<file path="config.mk">
export PLATFORM = sky130hd
export DESIGN_NAME = sig_deser
export DESIGN_NICKNAME = d
export VERILOG_FILES = /design/src/rtl/sig_deser.sv
export SDC_FILE = /design/constraint.sdc
export NUM_CORES = 1
export LEC_CHECK = 0
export BUFFER_PORTS_ARGS = -buffer_cell sky130_fd_sc_hd__buf_2
export CORE_MARGIN = 2
export CORE_UTILIZATION = 30
export DETAILED_ROUTE_END_ITERATION = 6
export GPL_ROUTABILITY_DRIVEN = 0
export SLEW_MARGIN = 40
export SYNTH_ARGS = -nofsm -noshare
export SYNTH_HDL_FRONTEND = slang
export SYNTH_SLANG_ARGS = --single-unit
</file>
<file path="constraint.sdc">
create_clock -name clk -period 4.7 [get_ports clk]
set_input_delay 0.47 -clock clk [delete_from_list [all_inputs] [get_ports clk]]
set_output_delay 0.47 -clock clk [all_outputs]
set_load 0.01 [all_outputs]
</file>
<file path="src/rtl/sig_deser.sv">
// Probe capture front end: synchronises sig, samples it every DIV clocks and
// packs 32 samples per word (oldest in bit 0) for the measurement block.
// A square-wave pattern generator can replace the probe, switched per word.
module sig_deser #(
  parameter int unsigned DIV         = 1,
  parameter int unsigned SYNC_STAGES = 2
) (
  input  logic        clk,
  input  logic        rst,
  input  logic        sig,
  input  logic        tp_en,
  input  logic [15:0] tp_half,
  output logic [31:0] dsq0,
  output logic        pclk,
  output logic        wvalid
);

  typedef enum logic [0:0] {StFill, StRun} state_e;

  localparam logic [15:0] DivMax = 16'(DIV - 1);

  logic [SYNC_STAGES-1:0] sync_q;
  logic                   sync_out;
  logic [15:0]            div_cnt_q;
  logic                   stb;
  logic [4:0]             bit_cnt_q;
  logic                   word_end;
  logic                   mid_word;
  logic                   tp_act_q;
  logic                   tp_bit_q;
  logic [15:0]            tp_cnt_q;
  logic [15:0]            tp_hm1;
  logic                   tp_start;
  logic                   src;
  logic [31:0]            shreg_q;
  logic [31:0]            shift_d;
  logic [31:0]            dsq_q;
  logic                   pclk_q;
  state_e                 state_q, state_d;

  assign sync_out = sync_q[SYNC_STAGES-1];
  assign stb      = (div_cnt_q == DivMax);
  assign word_end = stb && (bit_cnt_q == 5'd31);
  assign mid_word = stb && (bit_cnt_q == 5'd15);
  // A half period of 0 behaves as 1.
  assign tp_hm1   = (tp_half == 16'd0) ? 16'd0 : tp_half - 16'd1;
  assign tp_start = word_end && tp_en && !tp_act_q;
  assign src      = tp_act_q ? tp_bit_q : sync_out;
  assign shift_d  = {src, shreg_q[31:1]};

  // Metastability synchroniser on the probe input.
  always_ff @(posedge clk or posedge rst) begin
    if (rst) begin
      sync_q <= '0;
    end else if (SYNC_STAGES > 1) begin
      sync_q <= {sync_q[SYNC_STAGES-2:0], sig};
    end else begin
      sync_q <= sig;
    end
  end

  // Sample strobe divider: one stb every DIV clocks.
  always_ff @(posedge clk or posedge rst) begin
    if (rst) begin
      div_cnt_q <= '0;
    end else if (stb) begin
      div_cnt_q <= '0;
    end else begin
      div_cnt_q <= div_cnt_q + 16'd1;
    end
  end

  // Test-pattern generator; source selection only changes at word boundaries.
  always_ff @(posedge clk or posedge rst) begin
    if (rst) begin
      tp_act_q <= 1'b0;
      tp_bit_q <= 1'b0;
      tp_cnt_q <= '0;
    end else if (stb) begin
      if (word_end) begin
        tp_act_q <= tp_en;
      end
      if (tp_start) begin
        tp_bit_q <= 1'b1;
        tp_cnt_q <= '0;
      end else if (tp_act_q) begin
        // >= so a live reduction of tp_half takes effect at once.
        if (tp_cnt_q >= tp_hm1) begin
          tp_bit_q <= ~tp_bit_q;
          tp_cnt_q <= '0;
        end else begin
          tp_cnt_q <= tp_cnt_q + 16'd1;
        end
      end
    end
  end

  // Shift register, bit counter, word latch and word clock.
  always_ff @(posedge clk or posedge rst) begin
    if (rst) begin
      shreg_q   <= '0;
      bit_cnt_q <= '0;
      dsq_q     <= '0;
      pclk_q    <= 1'b0;
    end else if (stb) begin
      shreg_q   <= shift_d;
      bit_cnt_q <= bit_cnt_q + 5'd1;
      if (word_end) begin
        dsq_q  <= shift_d;
        pclk_q <= 1'b1;
      end else if (mid_word) begin
        pclk_q <= 1'b0;
      end
    end
  end

  // FSM state register.
  always_ff @(posedge clk or posedge rst) begin
    if (rst) begin
      state_q <= StFill;
    end else begin
      state_q <= state_d;
    end
  end

  // FSM next state: leave FILL once the first word is complete.
  always_comb begin
    state_d = state_q;
    unique case (state_q)
      StFill: if (word_end) state_d = StRun;
      StRun:  state_d = StRun;
      default: state_d = StFill;
    endcase
  end

  // FSM outputs: hold the word interface quiet until the first word exists.
  always_comb begin
    dsq0   = '0;
    pclk   = 1'b0;
    wvalid = 1'b0;
    unique case (state_q)
      StFill: begin
        dsq0   = '0;
        pclk   = 1'b0;
        wvalid = 1'b0;
      end
      StRun: begin
        dsq0   = dsq_q;
        pclk   = pclk_q;
        wvalid = 1'b1;
      end
      default: begin
        dsq0   = '0;
        pclk   = 1'b0;
        wvalid = 1'b0;
      end
    endcase
  end

endmodule

</file>
---- Yosys cells after proc, flatten, opt, wreduce, memory -nomap -nowiden ----
Index checks and enable logic that the tools add are counted.
cells by class
  $add $sub $neg .......................... 4
  $mul .................................... 0
  div/mod/pow operators ................... 0
  order comparisons ....................... 1
  eq/ne operators ......................... 2
  shifts and indexed selects .............. 0
  mux-type cells .......................... 16
  bitwise operators ....................... 2
  reduce and logical (&&, ||, !) cells .... 14
operator list
  kind                                                                   number
  16-bit 2-to-1 mux                                                      5
  32-bit case mux with 2 select lines                                    1
  16-bit by 1-bit adder with 16-bit output (second input constant)       2
  16-bit zero test                                                       2
  16-bit >= comparator                                                   1
  16-bit by 1-bit subtractor with 16-bit output (second input constant)  1
  1-bit 2-to-1 mux                                                       7
  1-bit case mux with 2 select lines                                     3
  2-bit AND reduction                                                    3
  2-bit nonzero test                                                     3
  5-bit by 1-bit adder with 5-bit output (second input constant)         1
  5-bit by 4-bit == test with 1-bit output (second input constant)       1
  5-bit == test (second input constant)                                  1
  1-bit logical AND                                                      4
  3-bit AND reduction                                                    1
  1-bit inverter                                                         2
  1-bit zero test                                                        1
storage, ports and cells
  bits in registers ....................... 107
  latch bits .............................. 0
  bits in writable memories ............... 0
  memory bits (read-only) ................. 0
  output and inout port bits .............. 34
  word-level logic and storage cells ...... 49
  memories ................................ 0

---- Logic depth before layout (Yosys ltp) ----
  depth after elaboration ................. 6
  depth in mapped cells ................... 13

---- Worst setup path after synthesis ----
No wires, ideal clock.
  path kind ............................... input to register
  from .................................... input port tp_half[7]
  to ...................................... register tp_cnt_q[10]
  library setup time ...................... 0.132 ns
  data arrival time ....................... 3.378 ns
  required time ........................... 4.568 ns
  path slack .............................. 1.190 ns
  stages on the path ...................... 12
  cells stage by stage .................... or4_4 > or3_1 > nor3_1 > xor2_1 > nand2_1 > ha_1 > nand4_2 > or4_1 > o32a_4 > nand3_4 > buf_12 > a21oi_2
on the way
  word-level cells in the longest chain between the ends .. 6
  elaborated cells between the ends (all ways) .. 7
RTL lines
  item                                                                               line  text
  start: declaration                                                                 12    input logic [15:0] tp_half,
  16-bit by 1-bit subtractor with 16-bit output or 16-bit zero test (tied branches)  46    assign tp_hm1 = (tp_half == 16'd0) ? 16'd0 : tp_half - 16'd1;
  16-bit 2-to-1 mux (*)                                                              46
  16-bit >= comparator (*)                                                           88    if (tp_cnt_q >= tp_hm1) begin
  16-bit 2-to-1 mux (*)                                                              88
  16-bit 2-to-1 mux (*)                                                              86    end else if (tp_act_q) begin
  16-bit 2-to-1 mux (*)                                                              83    if (tp_start) begin
  end signal: assignment                                                             92    tp_cnt_q <= tp_cnt_q + 16'd1;
  end: declaration                                                                   31    logic [15:0] tp_cnt_q;
Mark *: on every way between the ends. The rest lies on a longest branch, timed or not. The select of a mux whose other input is x is not followed.
A chain may end at the register's enable or synchronous reset.

---- Final worst setup path ----
  from .................................... input port tp_half[7]
  to ...................................... register tp_cnt_q[6]
Same word-level chain as after synthesis.

==> impl_metrics.py <==
metrics = {
    "routing": {
        "viasPerCell": 4.69,
        "wl_per_cell_um": 12.6,
        "drtIter0Drc": 243,
        "drt_wl_total_um": 10300,
        "antenna_left": 0,
        "drc": 0,
        "first_pass_iters": 4,
        "vias": 3823,
    },
    "floorplan": {
        "num_io_pins": 54,
        "dieArea_sq_um": 19300,
        "rows": 49,
        "die_x_um": 139,
        "fp.coreArea_sq_um": 17900,
        "die_y_um": 139,
        "initial_utilization": 0.305,
    },
    "logic_synthesis": {
        "synth_edf_count": 0,
        "syn_inst": 536,
        "syn_nets": 580,
        "ys_ff_latch": 106,
        "synth-xor-area-share": 0.0626,
        "syn_area_per_cell_sq_um": 10.2,
        "synth-simple-area-share": 0.243,
        "muxShareOfSynthArea": 0.0679,
        "syn_area_sq_um": 5450,
        "ys_dominant_reg_cell": "dfrtp_1",
        "synth_top_family_by_area": "simple AND/OR/NAND/NOR gates",
        "synth-compound-area-share": 0.0553,
        "synthArstFlopShare": 1.00,
        "synth_fa_ha_area_frac": 0.0551,
        "synth.yosys.warnings": 0,
        "synth.distinct_cells": 48,
        "yosysSeqAreaShare": 0.486,
    },
    "critical_path": {
        "cp.arrival_ps": 3830,
        "path_cells": "buf_2 -> or4_4 -> nor4b_4 -> nand3_1 -> nand2_1 -> ha_1 -> a21oi_1 -> o21ai_0 -> a21oi_1 -> nand3_4 -> o32ai_1",
        "crit_required_ps": 4940,
        "cp_common_cell": "a21oi_1",
        "critical_path_class": "in -> reg",
        "startpoint_type": "input pin",
        "critPathBufInv": 1,
        "crit_fanout": 16,
        "reg2reg_depth": 7,
        "worstSetupEndpointType": "register",
        "cp_slowest_cell": "or4_4",
        "path_depth": 11,
        "critPathMaxStageDelay_ps": 560,
        "critPathTopFamily": "simple AND/OR/NAND/NOR gates",
    },
    "timing": {
        "final.period_utilization": 0.764,
        "setup_viol": 0,
        "worst_pin_slew_ps": 670,
        "holdWs_ps": 187,
        "relSlewSlack": 0.553,
        "setup_tns_ps": 0,
        "fmax_mhz": 278,
        "skew_ps": 9.95,
        "fin_crit_ps": 3590,
        "finalHoldViolations": 0,
        "maxSlewViolCount": 0,
        "rsz0062_at_grt": "no",
    },
    "clocking": {
        "postCtsSetupBuffers": 0,
        "clkSinkCount": 106,
        "cts-htree-levels": 3,
        "path_clk_slew_ps": 70,
        "worstSkewPairLatency_ps": 350,
        "cts_root_buffer": "clkbuf_16",
        "clk_path_buf_depth": 2,
        "cts_tree": "built",
        "cts_buffers": 9,
        "post_cts_resized": 0,
        "cts_hold_buf": 0,
    },
    "final_layout": {
        "layout.nets": 626,
        "diodes": 0,
        "final_cell_mix": "137 x nand2_1, 105 x dfrtp_1, 53 x buf_2",
        "area_growth_syn_to_layout_pct": 13.7,
        "layout-drive-gt1-share": 0.213,
        "final_common_cell": "nand2_1",
        "multi_input_area_sq_um": 2650,
        "finalCoreUtilization": 0.346,
        "fill_cells": 1833,
        "regArea_sq_um": 2650,
    },
    "place": {
        "io_buffers": 53,
        "dpl.hpwl_um": 7250,
    },
    "pwr": {
        "max-vdd-ir-drop_mv": 0.242,
        "power.share.clock": 0.343,
        "p_per_area_nw_per_um2": 320,
        "seq_power_share": 0.531,
        "p_switching_w": 0.000514,
        "power_frac_comb": 0.126,
        "p_int_w": 0.00147,
        "power.leakage_nw": 2.76,
        "swShare": 0.259,
    },
    "global_route": {
        "antenna_found_initial": 0,
        "grt_pass1_wl_um": 18400,
        "grt_max_degree": 64,
        "overflow": 0,
        "grt_usage": 0.114,
        "grt_pass1_vias": 3678,
    },
    "run_status": {
        "status": "finished clean",
    },
    "worst_hold_path": {
        "hold_path.class": "in -> async",
    },
    "flow_run": {
        "drv_cap": 0,
    },
}
[area by class of cell]
type                    instances  area share
flip-flops and latches        106       0.428
multi-input cells             394       0.427
repair buffers                 56      0.0464
well taps                     229      0.0462
clock buffers                  10      0.0369
inverters                      15     0.00989
clock inverters                 5     0.00505
[per-layer routing]
| layer | up-vias | track usage | share of wire | wire length, um |
|---|---|---|---|---|
| met5 | - | 0 | 0 | 0 |
| met4 | 0 | 0.0303 | 0.010 | 103 |
| met3 | 8 | 0.0228 | 0.038 | 389 |
| met2 | 72 | 0.178 | 0.46 | 4720 |
| met1 | 1835 | 0.163 | 0.49 | 5090 |
| li1 | 1908 | - | - | - |
[stage by stage]
step           instances  setup WS (ps)  cell area [sq um]  power [W]
6_report             815           1110               6200    0.00198
5_1_grt              815            735               6200    0.00210
4_1_cts              815           1070               6190    0.00201
2_1_floorplan        536           1190               5450    0.00123
3_5_place_dp         800            686               5930    0.00132
3_3_place_gp         800            800               5920    0.00132
[cells in the mapped netlist (2+ instances only)]
master	n	share of area
nand2_1	137	0.094
dfrtp_1	106	0.49
and2_1	36	0.041
mux2_2	26	0.054
xnor2_1	26	0.042
ha_1	24	0.055
inv_1	15	0.010
nor2_1	15	0.010
nand3_1	14	0.013
xor2_1	13	0.021
a21oi_1	10	0.0092
a21oi_2	9	0.014
nand4_1	9	0.010
clkbuf_1	8	0.0055
nor4_1	7	0.0080
and3_1	6	0.0069
buf_1	6	0.0041
mux2_1	6	0.012
nand2b_1	6	0.0069
nor3_1	6	0.0055
buf_2	5	0.0046
o21ai_0	5	0.0046
a41oi_1	4	0.0064
nor4_2	4	0.0092
o32ai_1	4	0.0064
and4_1	3	0.0048
nand4_2	2	0.0046
nor4b_1	2	0.0032
o21a_1	2	0.0028
o31ai_1	2	0.0028
[power by group through the flow]
stage          logic, W  clock network, W  registers [W]
4_1_cts        0.000256          0.000705        0.00105
5_1_grt        0.000286          0.000743        0.00107
2_1_floorplan  0.000184                 0        0.00105
3_5_place_dp   0.000255                 0        0.00107
3_3_place_gp   0.000250                 0        0.00107
6_report       0.000250          0.000679        0.00105
[worst reg2reg max path: stages, from the launching register on]
cell	delay (ps)
dfrtp_1	470
inv_1	80
ha_1	280
nand2b_1	150
a2111oi_1	460
o32a_4	300
nand3_4	240
o32ai_1	370
[flip-flops by register name (all words and copies together) (netlist names)]
register and cells:
pclk_q 1, tp_cnt_q 16, dsq_q 32, tp_bit_q 1, sync_q 2, bit_cnt_q 5
tp_act_q 1, shreg_q 31, div_cnt_q 16, state_q 1
[final timing paths]
| path | startpoint | end | slack [ps] |
|---|---|---|---|
| max in group asynchronous | rst | state_q$_DFF_PP0_ | 3540 |
| max reg2reg | tp_cnt_q[0]$_DFFE_PP0P_ | tp_cnt_q[6]$_DFFE_PP0P_ | 2240 |
| min | rst | dsq_q[18]$_DFFE_PP0P_ | 190 |
| min in group clk | sig | sync_q[0]$_DFF_PP0_ | 230 |
| min reg2reg | sync_q[0]$_DFF_PP0_ | sync_q[1]$_DFF_PP0_ | 350 |
| max | tp_half[7] | tp_cnt_q[6]$_DFFE_PP0P_ | 1110 |
[cells by family (layout without fill, tap and decap cells)]
group | after synthesis | in the layout
AO/OA/AOI/OAI | 40 | 40
AND/OR/NAND/NOR | 258 | 258
XOR/XNOR | 39 | 39
flip-flops | 106 | 106
multiplexers | 33 | 33
adder cells (fa/ha/maj) | 24 | 24
buffers and inverters | 36 | 86
Power figures use the tool's default switching activity.
